`src/rtl/stopwatch_ctrl_if.sv`:
```
// Stopwatch control bus: tick strobes, raw buttons/switches towards the
// controller and the timer/display control outputs coming back.
//   master : stimulus side (clock divider, buttons, switches) and consumer of the controls
//   slave  : stopwatch_ctrl
interface stopwatch_ctrl_if;
  logic       tick_1hz;
  logic       tick_2hz;
  logic       tick_blink;
  logic       tick_sample;
  logic       btn_pause;
  logic       btn_reset;
  logic       sw_adj;
  logic       sw_sel;
  logic       count_en;
  logic       clr;
  logic       adj_min;
  logic       adj_sec;
  logic [3:0] digit_blank;
  logic [1:0] state;

  modport master (
    output tick_1hz, tick_2hz, tick_blink, tick_sample,
    output btn_pause, btn_reset, sw_adj, sw_sel,
    input  count_en, clr, adj_min, adj_sec, digit_blank, state
  );

  modport slave (
    input  tick_1hz, tick_2hz, tick_blink, tick_sample,
    input  btn_pause, btn_reset, sw_adj, sw_sel,
    output count_en, clr, adj_min, adj_sec, digit_blank, state
  );
endinterface

```
`src/rtl/stopwatch_ctrl.sv`:
```
// Stopwatch control FSM. Synchronises and debounces the PAUSE/RESET buttons,
// synchronises the ADJ/SEL switches and turns the divider tick strobes into
// one-cycle count enables and a clear pulse for the timer/display block.
// Ports:
//   clk  - system clock, rising edge
//   rst  - asynchronous active-low reset
//   bus  - stopwatch_ctrl_if.slave: tick_1hz/2hz/blink/sample, btn_pause,
//          btn_reset, sw_adj, sw_sel in; count_en, clr, adj_min, adj_sec,
//          digit_blank[3:0], state[1:0] out (all outputs registered)
module stopwatch_ctrl #(
  parameter int unsigned DEB_SAMPLES = 4,
  parameter int unsigned SYNC_STAGES = 2
) (
  input  logic             clk,
  input  logic             rst,
  stopwatch_ctrl_if.slave  bus
);

  typedef enum logic [1:0] {
    ST_RUN    = 2'b00,
    ST_PAUSED = 2'b01,
    ST_ADJUST = 2'b10
  } state_e;

  localparam int unsigned CW = $clog2(DEB_SAMPLES + 1);

  // Synchroniser chains, bit order {sel, adj, reset, pause}
  logic [3:0] raw;
  logic [3:0] sync_q [SYNC_STAGES];
  logic [3:0] sync_s;

  assign raw    = {bus.sw_sel, bus.sw_adj, bus.btn_reset, bus.btn_pause};
  assign sync_s = sync_q[SYNC_STAGES-1];

  always_ff @(posedge clk or negedge rst) begin
    if (!rst) begin
      for (int unsigned i = 0; i < SYNC_STAGES; i++) sync_q[i] <= '0;
    end else begin
      sync_q[0] <= raw;
      for (int unsigned i = 1; i < SYNC_STAGES; i++) sync_q[i] <= sync_q[i-1];
    end
  end

  logic [1:0] btn_s;
  logic       adj_s;
  logic       sel_s;

  assign btn_s = sync_s[1:0];
  assign adj_s = sync_s[2];
  assign sel_s = sync_s[3];

  // Debounce: the DEB_SAMPLES-th consecutive differing sample commits the level
  logic [CW-1:0] deb_cnt_q [2];
  logic [1:0]    stable_q;
  logic [1:0]    stable_dly_q;
  logic [1:0]    press;

  always_ff @(posedge clk or negedge rst) begin
    if (!rst) begin
      deb_cnt_q[0] <= '0;
      deb_cnt_q[1] <= '0;
      stable_q     <= '0;
      stable_dly_q <= '0;
    end else begin
      stable_dly_q <= stable_q;
      if (bus.tick_sample) begin
        for (int unsigned b = 0; b < 2; b++) begin
          if (btn_s[b] != stable_q[b]) begin
            if (deb_cnt_q[b] == CW'(DEB_SAMPLES - 1)) begin
              stable_q[b]  <= btn_s[b];
              deb_cnt_q[b] <= '0;
            end else begin
              deb_cnt_q[b] <= deb_cnt_q[b] + 1'b1;
            end
          end else begin
            deb_cnt_q[b] <= '0;
          end
        end
      end
    end
  end

  assign press = stable_q & ~stable_dly_q;

  logic pause_press;
  logic reset_press;

  assign pause_press = press[0];
  assign reset_press = press[1];

  // Control FSM
  state_e     state_q, state_d;
  logic       phase_q, phase_d;
  logic       count_en_q, count_en_d;
  logic       clr_q, clr_d;
  logic       adj_min_q, adj_min_d;
  logic       adj_sec_q, adj_sec_d;
  logic [3:0] blank_q, blank_d;

  always_comb begin
    state_d = state_q;
    if (reset_press) begin
      state_d = state_q;
    end else if (adj_s && state_q != ST_ADJUST) begin
      state_d = ST_ADJUST;
    end else if (state_q == ST_ADJUST && !adj_s) begin
      state_d = ST_RUN;
    end else if (pause_press) begin
      case (state_q)
        ST_RUN:    state_d = ST_PAUSED;
        ST_PAUSED: state_d = ST_RUN;
        default:   state_d = state_q;
      endcase
    end

    // Phase only runs while staying in ADJUST; entry and all other states force 0
    if (state_q == ST_ADJUST && state_d == ST_ADJUST) phase_d = phase_q ^ bus.tick_blink;
    else                                              phase_d = 1'b0;

    // Increment source follows the pre-transition state; a clear suppresses it
    case (state_q)
      ST_RUN:    count_en_d = bus.tick_1hz;
      ST_ADJUST: count_en_d = bus.tick_2hz;
      default:   count_en_d = 1'b0;
    endcase
    count_en_d = count_en_d & ~reset_press;

    clr_d = reset_press;

    // Decoded from the next state so these line up with the state output
    adj_min_d = (state_d == ST_ADJUST) &  sel_s;
    adj_sec_d = (state_d == ST_ADJUST) & ~sel_s;
    if (state_d == ST_ADJUST && phase_d) blank_d = sel_s ? 4'b1100 : 4'b0011;
    else                                 blank_d = '0;
  end

  always_ff @(posedge clk or negedge rst) begin
    if (!rst) begin
      state_q    <= ST_RUN;
      phase_q    <= 1'b0;
      count_en_q <= 1'b0;
      clr_q      <= 1'b0;
      adj_min_q  <= 1'b0;
      adj_sec_q  <= 1'b0;
      blank_q    <= '0;
    end else begin
      state_q    <= state_d;
      phase_q    <= phase_d;
      count_en_q <= count_en_d;
      clr_q      <= clr_d;
      adj_min_q  <= adj_min_d;
      adj_sec_q  <= adj_sec_d;
      blank_q    <= blank_d;
    end
  end

  assign bus.count_en    = count_en_q;
  assign bus.clr         = clr_q;
  assign bus.adj_min     = adj_min_q;
  assign bus.adj_sec     = adj_sec_q;
  assign bus.digit_blank = blank_q;
  assign bus.state       = state_q;

endmodule

```
`src/flat_wrapper.sv`:
```
// flat-port wrapper written by rule: the top's interface ports become plain ports
module stopwatch_ctrl_flat 
#(
  parameter int unsigned DEB_SAMPLES = 4,
  parameter int unsigned SYNC_STAGES = 2
)
  (clk, rst, bus_tick_1hz, bus_tick_2hz, bus_tick_blink, bus_tick_sample, bus_btn_pause, bus_btn_reset, bus_sw_adj, bus_sw_sel, bus_count_en, bus_clr, bus_adj_min, bus_adj_sec, bus_digit_blank, bus_state);
  stopwatch_ctrl_if bus_i ();
  input  logic clk;
  input  logic rst;
  input wire logic [$bits(bus_i.tick_1hz)-1:0] bus_tick_1hz;
  input wire logic [$bits(bus_i.tick_2hz)-1:0] bus_tick_2hz;
  input wire logic [$bits(bus_i.tick_blink)-1:0] bus_tick_blink;
  input wire logic [$bits(bus_i.tick_sample)-1:0] bus_tick_sample;
  input wire logic [$bits(bus_i.btn_pause)-1:0] bus_btn_pause;
  input wire logic [$bits(bus_i.btn_reset)-1:0] bus_btn_reset;
  input wire logic [$bits(bus_i.sw_adj)-1:0] bus_sw_adj;
  input wire logic [$bits(bus_i.sw_sel)-1:0] bus_sw_sel;
  output wire logic [$bits(bus_i.count_en)-1:0] bus_count_en;
  output wire logic [$bits(bus_i.clr)-1:0] bus_clr;
  output wire logic [$bits(bus_i.adj_min)-1:0] bus_adj_min;
  output wire logic [$bits(bus_i.adj_sec)-1:0] bus_adj_sec;
  output wire logic [$bits(bus_i.digit_blank)-1:0] bus_digit_blank;
  output wire logic [$bits(bus_i.state)-1:0] bus_state;
  assign bus_i.tick_1hz = bus_tick_1hz;
  assign bus_i.tick_2hz = bus_tick_2hz;
  assign bus_i.tick_blink = bus_tick_blink;
  assign bus_i.tick_sample = bus_tick_sample;
  assign bus_i.btn_pause = bus_btn_pause;
  assign bus_i.btn_reset = bus_btn_reset;
  assign bus_i.sw_adj = bus_sw_adj;
  assign bus_i.sw_sel = bus_sw_sel;
  assign bus_count_en = bus_i.count_en;
  assign bus_clr = bus_i.clr;
  assign bus_adj_min = bus_i.adj_min;
  assign bus_adj_sec = bus_i.adj_sec;
  assign bus_digit_blank = bus_i.digit_blank;
  assign bus_state = bus_i.state;
  stopwatch_ctrl #(.DEB_SAMPLES(DEB_SAMPLES), .SYNC_STAGES(SYNC_STAGES)) u_core (.clk(clk), .rst(rst), .bus(bus_i));
endmodule
```
`config.mk`:
```
export PLATFORM = sky130hd
export DESIGN_NAME = stopwatch_ctrl_flat
export DESIGN_NICKNAME = d
export VERILOG_FILES = /design/src/rtl/stopwatch_ctrl_if.sv /design/src/rtl/stopwatch_ctrl.sv /design/src/flat_wrapper.sv
export SDC_FILE = /design/constraint.sdc
export NUM_CORES = 1
export LEC_CHECK = 0
export CAP_MARGIN = 20
export CORE_MARGIN = 3
export CORE_UTILIZATION = 50
export CTS_BUF_LIST = sky130_fd_sc_hd__clkbuf_4 sky130_fd_sc_hd__clkbuf_8 sky130_fd_sc_hd__clkbuf_16
export CTS_CLUSTER_DIAMETER = 60
export DETAILED_ROUTE_END_ITERATION = 16
export PLACE_DENSITY_LB_ADDON = 0.3
export SLEW_MARGIN = 20
export SYNTH_ARGS = -nofsm -noshare
export SYNTH_HDL_FRONTEND = slang
export SYNTH_SLANG_ARGS = --single-unit
```
`constraint.sdc`:
```
create_clock -name clk -period 2 [get_ports clk]
set_clock_uncertainty 0.15 [all_clocks]
set_input_delay 0.4 -clock clk [delete_from_list [all_inputs] [get_ports clk]]
set_output_delay 0.4 -clock clk [all_outputs]
set_load 0.01 [all_outputs]
```
* Word level (Yosys, flattened, before mapping) *
Cells that the tools add are included.

word-level totals
  register bits = 29
  input bits = 10
  output and inout port bits = 10
  word-level logic and storage cells = 53

operators by class
  $add $sub $neg = 2
  eq/ne operators = 8
  muxes and demuxes = 13
  bitwise operators = 8
  reduce and logical (&&, ||, !) cells = 8

operators with widths
  operator                                              number
  two-way mux 3 bit                                     4
  two-way mux 2 bit                                     4
  two-way mux 4 bit                                     2
  adder 3 x 1 -> 3 bit (second input constant)          2
  equality test 3 x 2 -> 1 bit (second input constant)  2
  AND reduction 3 bit                                   2
  equality test 2 bit (second input constant)           2
  logical AND 1 bit                                     4
  one-hot mux 2 bit (2 select lines)                    1
  AND 1 bit                                             3
  AND 2 bit                                             1
  equality test 2 x 1 -> 1 bit (second input constant)  1
  zero test 2 bit                                       1
  != test 1 bit                                         2
  != test 2 bit (second input constant)                 1
  NOT 1 bit                                             2
  NOT 2 bit                                             1
  one-hot mux 1 bit (2 select lines)                    1
  zero test 1 bit                                       1
  two-way mux 1 bit                                     1
  XOR 1 bit                                             1

* Logic depth before layout (Yosys ltp) *
  depth after elaboration = 11
  gate-level depth with buffers = 6
  depth with buffers taken out = 6

* Least setup slack after synthesis *
OpenSTA, ideal clock, no wires.

  kind = reg2reg
  from = register u_core.state_q[0] (netlist: u_core.bus.state[0])
  to = register u_core.blank_q[1] (netlist: u_core.bus.digit_blank[1])
  setup time = 132 ps
  arrival time = 1443 ps
  required time = 1718 ps
  slack = 275 ps
  cell stages (with the launch flop) = 6
  buffers on the path = 0
  period minus slack after synthesis = 1725 ps
  cell sequence = dfrtp_1 inv_1 ha_1 or3_1 nand4b_1 a211oi_2

on the way
  cells in the longest elaborated chain, start to end = 11
  elaborated cells between the ends (all ways) = 16
  classes of those cells = eq/ne: 4; mux: 7; reduce/logical: 5

RTL lines
  item                                                             RTL line                                      text
  start, declared                                                  stopwatch_ctrl.sv:92                          state_e state_q, state_d;
  start signal, assigned                                           stopwatch_ctrl.sv:147                         state_q <= state_d;
  equality test 2 x 1 -> 1 bit or zero test 2 bit (tied branches)  stopwatch_ctrl.sv:109                         case (state_q)
  one-hot mux 2 bit (2 select lines)                               stopwatch_ctrl.sv:109
  two-way mux 2 bit                                                stopwatch_ctrl.sv:108                         end else if (pause_press) begin
  two-way mux 2 bit                                                stopwatch_ctrl.sv:106                         end else if (state_q == ST_ADJUST && !adj_s) begin
  two-way mux 2 bit                                                stopwatch_ctrl.sv:104                         end else if (adj_s && state_q != ST_ADJUST) begin
  two-way mux 2 bit                                                stopwatch_ctrl.sv:102                         if (reset_press) begin
  equality test 2 bit                                              stopwatch_ctrl.sv:117, stopwatch_ctrl.sv:133
  logical AND 1 bit                                                stopwatch_ctrl.sv:117                         if (state_q == ST_ADJUST && state_d == ST_ADJUST) phase_d = phase_q ^ bus.tick_blink;
  two-way mux 1 bit                                                stopwatch_ctrl.sv:117
  logical AND 1 bit *                                              stopwatch_ctrl.sv:133                         if (state_d == ST_ADJUST && phase_d) blank_d = sel_s ? 4'b1100 : 4'b0011;
  two-way mux 4 bit *                                              stopwatch_ctrl.sv:133
  end signal, assigned                                             stopwatch_ctrl.sv:153                         blank_q <= blank_d;
  end, declared                                                    stopwatch_ctrl.sv:98                          logic [3:0] blank_q, blank_d;

Mark *: on every way between the ends. The rest lies on a longest branch, timed or not.
A chain may end at the register's enable or synchronous reset.

* Worst setup path after layout *
  from = register u_core.state_q[0] (netlist: u_core.bus.state[0])
  to = output port bus_state[0]

RTL lines
  item           RTL line            text
  end, declared  flat_wrapper.sv:24  output wire logic [$bits(bus_i.state)-1:0] bus_state;

No word-level cell between the ends.

==> flow_summary.toml <==
[floorplan]
start_util_pct = 55.45
num_rows = 16
die-area_sq_um = 2872
core-area_sq_um = 2042
die_h_um = 53.59
die_w_um = 53.59
num_io_pins = 20

[clocking]
cts_buffer_depth = 2
clk_pin_slew_ps = 130
cts_resized = 0
clock_latency_ps = 300
cts_tree = "built"
h-tree-depth = 1
numCtsBuffers = 3
cts_root_buf = "clkbuf_4"
cts_hold_buf = 0
post_cts_buffers = 0
cts_sinks = 27

[cells_and_area]
finalNetCount = 130
mostFrequentLayoutCells = "dfrtp_1, clkdlybuf4s50_1, inv_1, nand2_1, ha_1"
area_growth_pct = 21.77
antennaDiodeCount = 0
layout-drive-gt1-share_pct = 10.53
fin_util_pct = 67.52
final_common_cell = "dfrtp_1"
fillers = 160

[timing]
rsz0062_at_grt = "no"
max_slew_margin_pct = 75.71
fin_tns_setup_ps = 0
whs_ps = 215.3
fmax_mhz = 537.2
hold_viol = 0
period_share_pct = 93.07
worstMarginPinSlew_ps = 361.3
period_needed_ps = 1861
setup_viol = 0
slew_violations = 0

[yosys]
ys_seq_area_share_pct = 59.67
ys_warn_count = 0
syn_area_sq_um = 1132
ys_types = 30
synth_seq_cells = 27
synthesis.nets = 108
syn_avg_cell_area_sq_um = 12.18
ys_async_sr_fraction_pct = 100.0
ys.flop_type = "dfrtp_1"
synth_edf_count = 0
netlist_instances = 93

[worst_setup_path]
critPathLaunchType = "register"
cp.required_ps = 1450
worst-path-buf-inv = 1
arrival_ps = 1310
cp-startpoint = "u_core.bus.state[0]$_DFF_PN0_"
slowest_delay_ps = 570
path_max_fanout = 5
crit_type = "reg -> out"
crit_slowest_cell = "clkdlybuf4s50_1"
crit_end = "bus_state[0]"
r2r_cells = 6
cpLargestDelayFamily = "buffers and inverters"
critPathCaptureType = "primary output"
r2r_start = "u_core.bus.state[0]$_DFF_PN0_"
rrSetupSlack_ps = 170
critical_path.cell_chain = "clkdlybuf4s50_1"
cp.depth = 1
rr_endpoint = "u_core.bus.digit_blank[1]$_DFF_PN0_"

[drt]
drc = 0
vias = 747
drt_pass1_iterations = 4
detail-route-antenna-nets = 0
viasPerCell = 5.298
drt-initial-drc-count = 8
wirelength_um = 1756
routedWlPerCell_um = 12.45

[global_routing]
overflow = 0
grt_max_degree = 28
grt_pass1_wl_um = 3049
antenna_found_initial = 0
grt_use_total_pct = 14.34
grt_pass1_vias = 766

[placed_design]
io_buffer_count = 19
dp.final_hpwl_um = 1396
gp_congestion = 0.7580

[status]
status = "finished, final reports clean"

[power_and_ir_drop]
p_total_mw = 1.832
leakage_nw = 0.6205
vdd_drop_max_uv = 863.4
powerDensity_nw_per_um2 = 1328

[worst_hold_path]
hold_path.class = "reg -> reg"

[job]
cap_violations = 0
## Yosys cell counts (all sizes together), types with 2 or more instances
cell type	count	share of area (%)
a21boi	2	1.3
a21oi	4	1.8
a22oi	2	1.3
buf	2	1.3
clkbuf	2	0.66
dfrtp	27	60
ha	5	5.5
inv	7	2.3
mux2	2	2.0
nand2	6	2.0
nand2b	3	2.3
nand3	2	0.88
nand3b	4	2.7
nand4b	2	1.5
nor2	3	0.99
o21ai	5	2.2
o22ai	3	1.7
xor2	3	2.3
## how the worst min path moves through the flow
stage | from | endpoint | cells after the start
6_report | u_core.sync_q[4]$_DFF_PN0_ | u_core.sync_s[0]$_DFF_PN0_ | 0
5_1_grt | u_core.sync_q[4]$_DFF_PN0_ | u_core.sync_s[0]$_DFF_PN0_ | 0
4_1_cts | u_core.sync_q[4]$_DFF_PN0_ | u_core.sync_s[0]$_DFF_PN0_ | 0
3_5_place_dp | u_core.sync_q[4]$_DFF_PN0_ | u_core.sync_s[0]$_DFF_PN0_ | 0
3_3_place_gp | u_core.sync_q[4]$_DFF_PN0_ | u_core.sync_s[0]$_DFF_PN0_ | 0
2_1_floorplan | rst | u_core.bus.adj_min$_DFF_PN0_ | 0
## state kept, by name, indices dropped and copies added, names as in the netlist
name	count
u_core.bus.state	2
u_core.bus.clr	1
u_core.phase_q	1
u_core.bus.count_en	1
u_core.bus.adj_sec	1
u_core.bus.digit_blank	2
u_core.deb_cnt_q	6
u_core.stable_dly_q	2
u_core.sync_s	4
u_core.bus.adj_min	1
u_core.sync_q	4
u_core.stable_q	2
## layout make-up
type                    instances  area, sq um  share of cell area [%]
repair buffers                 21        205.2                   14.88
inverters                       8        35.03                   2.541
multi-input cells              54        399.1                   28.95
well taps                      27        33.78                   2.450
flip-flops and latches         27        675.6                   49.00
clock buffers                   4        30.03                   2.178
## per-layer routing
layer,global-route usage (%),vias to the layer above,routed length [um]
met3,2.493,2,97
met5,0,-,0
li1,-,360,-
met4,2.553,0,9
met1,17.00,363,688
met2,27.14,22,961
## worst reg2reg max path: stages, from the launching register on
cell and delay [ps]:
dfrtp_1 450, inv_1 90, ha_1 220, nor2_1 190
o31ai_1 130, nand4b_1 310, a211oi_2 230
## per-stage QoR
stage,setup WS (ps),instances,area (sq um)
after floorplan,275.5,93,1132
final,138.7,141,1379
after detailed placement,200.7,137,1349
after CTS,123.5,141,1379
after global placement,263.9,137,1349
after global routing,33.58,141,1379
## cell families after synthesis
logic type | after synthesis | synth area share (%)
xor+xnor | 4 | 3.094
mux | 2 | 1.989
simple gates | 23 | 12.05
flops | 27 | 59.67
buf+inv | 12 | 5.083
fa+ha+maj | 5 | 5.525
compound gates | 20 | 12.60
## power breakdown
group,internal (mW),total [mW],switching [mW]
clock,0.0911,0.230,0.139
sequential,0.701,0.801,0.101
combinational,0.399,0.800,0.401
Note: power is estimated with default switching activity, not from simulation.
